File: config.mk
export PLATFORM = sky130hd
export DESIGN_NAME = data_mem_responder
export DESIGN_NICKNAME = d
export VERILOG_FILES = /design/src/rtl/data_mem_responder.sv
export SDC_FILE = /design/constraint.sdc
export NUM_CORES = 2
export LEC_CHECK = 0
export BUFFER_PORTS_ARGS = -buffer_cell sky130_fd_sc_hd__buf_2
export CELL_PAD_IN_SITES_DETAIL_PLACEMENT = 0
export CELL_PAD_IN_SITES_GLOBAL_PLACEMENT = 1
export CORE_ASPECT_RATIO = 1.4
export CORE_MARGIN = 4
export CORE_UTILIZATION = 55
export DETAILED_ROUTE_END_ITERATION = 10
export PLACE_DENSITY = 0.84
export SLEW_MARGIN = 15
export SYNTH_ARGS = -nofsm -noshare
export SYNTH_HDL_FRONTEND = slang
export SYNTH_SLANG_ARGS = --single-unit
File: constraint.sdc
create_clock -name clk -period 9.7 [get_ports clk]
set_clock_uncertainty 0.2 [all_clocks]
set_input_delay 2.91 -clock clk [delete_from_list [all_inputs] [get_ports clk]]
set_output_delay 2.91 -clock clk [all_outputs]
set_load 0.01 [all_outputs]
File: src/rtl/data_mem_responder.sv
// Data-side memory responder for a small core: word RAM plus a peripheral page
// holding GPIO, a free-running 64-bit cycle counter and the TOHOST halt mailbox.
module data_mem_responder #(
    parameter int DEPTH  = 64,
    parameter int GPIO_W = 8
) (
    input  logic              clk,
    input  logic              reset,
    input  logic              memWrite,
    input  logic [31:0]       addr,
    input  logic [31:0]       storeData,
    output logic [31:0]       readData,
    output logic [GPIO_W-1:0] gpioOut,
    output logic              halt,
    output logic [31:0]       haltCode,
    output logic              misalignErr
);

    localparam int AW = $clog2(DEPTH);

    // Peripheral page is the 16-byte window at 0x8000_0000; addr[3:2] picks the register.
    localparam logic [27:0] PERIPH_PAGE = 28'h8000_000;
    localparam logic [1:0]  SEL_GPIO    = 2'd0;
    localparam logic [1:0]  SEL_CNT_LO  = 2'd1;
    localparam logic [1:0]  SEL_CNT_HI  = 2'd2;
    localparam logic [1:0]  SEL_TOHOST  = 2'd3;

    logic [31:0]       r_mem [DEPTH];
    logic [GPIO_W-1:0] r_gpio;
    logic              r_halt;
    logic [31:0]       r_halt_code;
    logic              r_misalign;
    logic [63:0]       r_counter;

    logic          w_aligned;
    logic          w_ram_sel;
    logic          w_periph_sel;
    logic          w_gpio_sel;
    logic          w_cnt_lo_sel;
    logic          w_cnt_hi_sel;
    logic          w_tohost_sel;
    logic [AW-1:0] w_ram_idx;
    logic          w_store_ok;

    // Any nonzero bit above the RAM index makes the address unmapped, so RAM never aliases.
    assign w_aligned    = (addr[1:0] == 2'b00);
    assign w_ram_sel    = (addr[31:AW+2] == '0);
    assign w_periph_sel = (addr[31:4] == PERIPH_PAGE);
    assign w_gpio_sel   = w_periph_sel && (addr[3:2] == SEL_GPIO);
    assign w_cnt_lo_sel = w_periph_sel && (addr[3:2] == SEL_CNT_LO);
    assign w_cnt_hi_sel = w_periph_sel && (addr[3:2] == SEL_CNT_HI);
    assign w_tohost_sel = w_periph_sel && (addr[3:2] == SEL_TOHOST);
    assign w_ram_idx    = addr[AW+1:2];

    // Reset also blocks the RAM write so a store coincident with reset never lands.
    assign w_store_ok = memWrite && w_aligned && !r_halt && !reset;

    always_ff @(posedge clk) begin
        if (w_store_ok && w_ram_sel) begin
            r_mem[w_ram_idx] <= storeData;
        end
    end

    always_ff @(posedge clk) begin
        if (reset) begin
            r_gpio      <= '0;
            r_halt      <= 1'b0;
            r_halt_code <= '0;
            r_misalign  <= 1'b0;
        end else begin
            if (w_store_ok && w_gpio_sel) begin
                r_gpio <= storeData[GPIO_W-1:0];
            end
            if (w_store_ok && w_tohost_sel) begin
                r_halt      <= 1'b1;
                r_halt_code <= storeData;
            end
            // Misalignment is flagged even while halted.
            if (memWrite && !w_aligned) begin
                r_misalign <= 1'b1;
            end
        end
    end

    // A CNT_LO store takes priority over the increment.
    always_ff @(posedge clk) begin
        if (reset) begin
            r_counter <= '0;
        end else if (w_store_ok && w_cnt_lo_sel) begin
            r_counter <= '0;
        end else if (!r_halt) begin
            r_counter <= r_counter + 64'd1;
        end
    end

    always_comb begin
        readData = '0;
        if (w_ram_sel) begin
            readData = r_mem[w_ram_idx];
        end else if (w_gpio_sel) begin
            readData = 32'(r_gpio);
        end else if (w_cnt_lo_sel) begin
            readData = r_counter[31:0];
        end else if (w_cnt_hi_sel) begin
            readData = r_counter[63:32];
        end else if (w_tohost_sel) begin
            readData = r_halt_code;
        end
    end

    assign gpioOut     = r_gpio;
    assign halt        = r_halt;
    assign haltCode    = r_halt_code;
    assign misalignErr = r_misalign;

endmodule

Word level (Yosys, flattened, before mapping)
Memory sizes are Yosys's and may differ from the RTL's. Index checks and enable logic that the tools add are counted.

Output and inout port bits: 74. Memory bits (read-only): 0. Bits in writable memories: 2048. Logic and storage cells: 37. Latch bits: 0. Flip-flop bits (word level): 106. Input port bits: 67. Memories: 1.

Memories: r_mem (words 64, width 32, rd ports 1, clocked after Yosys merged registers in 0, write ports 1, line 28) `logic [31:0] r_mem [DEPTH];`.

Bitwise operators: 0. Multiply operators: 0. Shift operators: 0. Add/subtract/negate cells: 1. Order comparisons: 0. Muxes and demuxes: 7. Reduce and logical (&&, ||, !) cells: 19. Eq/ne operators: 4. Div/mod/pow operators: 0.

Operators with widths (number): two-way mux 32 bit (5); adder 64 x 1 -> 64 bit, second input constant (1); == test 28 bit, second input constant (1); logical NOT 24 bit (1); logical AND 1 bit (12); == test 2 bit, second input constant (2); logical NOT 2 bit (2); logical NOT 1 bit (3); == test 2 x 1 -> 1 bit, second input constant (1); two-way mux 1 bit (2); OR reduction 2 bit (1).

Depth between registers and ports, before layout
Depth in word-level cells: 7. Mapped depth: 12. Depth with buffers taken out: 8.

Least setup slack after synthesis
Ideal clock, no wire load.

Path kind: input to output. From: input port addr[2]. To: output port readData[28]. Path slack: 1.521 ns. Cell stages on the path: 9. Required time: 6.590 ns. Buffers on the path: 4. Arrival: 5.069 ns. Cell sequence: buf_2 -> buf_4 -> buf_2 -> buf_2 -> mux4_2 -> a22oi_1 -> nand2_1 -> a2111oi_0 -> nor2_1.

Cells in the longest elaborated chain, start to end: 7. Elaborated cells on any way between the ends: 14. Those cells by class: eq/ne: 3; mux: 5; reduce/logical: 5; memory: 1.

RTL lines: start, declared (line 10) `input logic [31:0] addr,`; parallel branches: the longest is 6 deep, another holds memory (64 x 32 bit); two-way mux 32 bit * (line 98) `if (w_ram_sel) begin`; end, declared (line 12) `output logic [31:0] readData,`.

Every way passes the cells marked *.

Worst setup path in the final report
From: input port addr[2]. To: output port readData[14].

Same word-level chain as after synthesis.

==> out/results.tsv <==
stage	metric	value	unit
global_route	initial antenna violation count	13	
worst_setup_path	endpoint type of the worst setup path	output port	
global_route	largest net degree at the start of global routing	67	
min_path	Worst Hold Class	reg -> reg	
floorplan	die area	0.158	mm^2
clock_network	CTS tree	done	
worst_setup_path	CP Class	in -> out	
clock_network	Post-CTS Resized	0	
layout	Final Instance Count excl. Fillers	6566	
layout	post-layout util	0.627	
logic_synthesis	sequential fraction of the synthesis area	0.764	
worst_setup_path	CP arrival	6.45	ns
clock_network	CTS Buf Count	182	
power	Leakage	30.4	nW
layout	layout cells sized above 1	0.269	
power	Peak VDD IR	147	uV
layout	design area	0.0942	mm^2
timing	worst hold slack	0.243	ns
timing	period utilization	0.986	
global_route	total gr overflow	0	
floorplan	Top Ports	141	
timing	Slew HR	0.175	
worst_setup_path	crit path launch type	input port	
floorplan	Starting Density	0.555	
layout	Final #Nets	4522	
worst_setup_path	Worst setup startpoint	addr[2]	
place	cell count after placement	6224	
logic_synthesis	Post-synth EDFFs	2048	
logic_synthesis	Post-synth ARST share	0	
detailed_routing	Final ANT Viol Nets	0	
logic_synthesis	Mapped Cells	4080	
logic_synthesis	Synth Area per Inst	20.4	um^2
flow_run	Max Cap Viol	0	
floorplan	die height	468	um
min_path	Hold EP	misalignErr	
floorplan	core box area	0.150	mm^2
timing	Period minus WS final	9.56	ns
detailed_routing	Routed WL per cell	37.3	um
logic_synthesis	Synthesized Nets	4148	
logic_synthesis	Distinct cells, synth	67	
worst_setup_path	Worst Reg-to-Reg Cells	5	
worst_setup_path	worst path required time	6.59	ns
logic_synthesis	Most used DFF post-synth	edfxtp_1	
power	pwr dens	194	mW/mm^2
place	routability cong.	0.911	
worst_setup_path	CP Max Fanout	41	
clock_network	CTS sink count	2154	
worst_setup_path	flop2flop setup slack	5.45	ns
clock_network	clock root buffer	clkbuf_16	
timing	FMAX	0.105	GHz
logic_synthesis	Yosys Warn Count	0	
clock_network	worst skew pair latency	0.82	ns
global_route	number of global-route vias before repair	45100	
clock_network	CTS max path bufs	3	
worst_setup_path	R2R Path Start	halt	
global_route	first-pass GRT wire length	342000	um
timing	worst-margin pin slew	1.24	ns
clock_network	Setup Buffers After CTS	0	
detailed_routing	via count	45800	
detailed_routing	initial DRC count	7481	
clock_network	CTS H-tree depth	4	
timing	fin. max-slew vios	0	
clock_network	# hold bufs at CTS	0	
logic_synthesis	synthesis-stage register bit count	2154	
detailed_routing	DR pass1 iterations	6	
detailed_routing	drt total wl	245000	um
worst_setup_path	reg-to-reg endpoint	r_mem[27][26]	
layout	area grow syn2layout	13.1	%
min_path	Hold Crit Start	misalignErr	
timing	unrepaired setup endpoints after global routing	false	
place	Post-DP HPWL	150000	um
detailed_routing	Vias per Instance	6.98	
clock_network	clk slew on worst S/H paths	0.07	ns
global_route	gr usage total	0.312	
floorplan	die width	337	um
floorplan	Rows	168	
timing	Fin. Hold Viols	0	
detailed_routing	DR DRC count	0	
min_path	hold path cells	2	
place	placed cell area	0.0883	mm^2
status	outcome	complete, no violations	
place	Buffers on Ports	140	
timing	Setup Viol. Count Final	0	
logic_synthesis	synthesized area	0.0833	mm^2
## how the worst max path moves through the flow
stage | to | cells past startpoint
floorplan | readData[28] | 9
finish | readData[14] | 10
global route | readData[14] | 10
global placement | readData[14] | 9
CTS | readData[14] | 10
detailed placement | readData[14] | 9
## flip-flops by register name, indices dropped and copies added (netlist names)
name / cells
gpioOut: 8
halt: 1
haltCode: 32
misalignErr: 1
r_counter: 64
r_mem: 2048
## through the flow
step	setup TNS, ns	power (W)	worst slack [ns]
floorplan	0	0.0108	1.52
global placement	-0.0182	0.0112	-0.0182
detailed placement	0	0.0112	0.218
CTS	0	0.0183	0.175
global route	0	0.0187	0.0644
finish	0	0.0183	0.137
## cell type report
| type | count | area, um^2 |
|---|---|---|
| inverter | 11 | 43.8 |
| timing repair buffer | 415 | 3190 |
| clock inverter | 96 | 817 |
| fill | 9906 | 55900 |
| sequential | 2154 | 63600 |
| clock buffer | 239 | 4970 |
| antenna | 6 | 15.0 |
| tap | 1955 | 2450 |
| multi-input combinational | 1690 | 19100 |
## synthesized netlist by cell type (33+ instances only)
| library cell | n | share of area |
|---|---|---|
| buf_2 | 106 | 0.0064 |
| mux4_2 | 449 | 0.12 |
| a21oi_1 | 44 | 0.0026 |
| clkbuf_1 | 75 | 0.0034 |
| xor2_1 | 45 | 0.0047 |
| nand3_1 | 59 | 0.0035 |
| nand4_1 | 33 | 0.0025 |
| mux2_2 | 34 | 0.0046 |
| dfxtp_1 | 106 | 0.025 |
| buf_1 | 33 | 0.0015 |
| nand2_1 | 89 | 0.0040 |
| a22oi_1 | 177 | 0.016 |
| mux2i_1 | 220 | 0.026 |
| edfxtp_1 | 2048 | 0.74 |
| nor2_1 | 235 | 0.011 |
## layout by cell type (no fill, tap or decap), types with 44 or more instances in the layout
cell type	n
xor2_1	45
mux2i_1	220
nor2_4	64
dfxtp_1	106
edfxtp_1	2048
buf_2	133
a22oi_1	177
buf_4	249
mux4_2	449
nand2_1	89
a21oi_1	44
nand3_1	58
clkbuf_16	189
nor2_1	166
## cell families after synthesis
logic type	after synthesis	synth area share
xor+xnor	62	0.00652
flops	2154	0.764
simple gates	529	0.0298
buf+inv	236	0.0128
fa+ha+maj	1	0.000150
mux	703	0.153
compound gates	395	0.0341
## power by group
part | switching (W) | internal (W) | total [W] | leakage [nW]
clock | 0.00330 | 0.00394 | 0.00723 | 2.84
combinational | 0.000573 | 0.000307 | 0.000880 | 8.29
sequential | 0.00000162 | 0.0102 | 0.0102 | 19.3
## layer usage
metal	GRT usage	up-vias	wire length [um]
met4	0.175	12	16600
met2	0.498	3794	118000
met1	0.396	23500	79800
met3	0.0766	847	30700
li1	-	17700	-
met5	0	-	71
## worst max-delay path, stage by stage
cell and delay (ns):
buf_8 0.41, buf_12 0.27, buf_4 0.23, buf_4 0.22, mux4_2 0.52, a22oi_1 0.23
a31oi_1 0.19, a2111oi_1 0.85, nor2_1 0.29, buf_2 0.23
(Power assumes the default switching activity.)
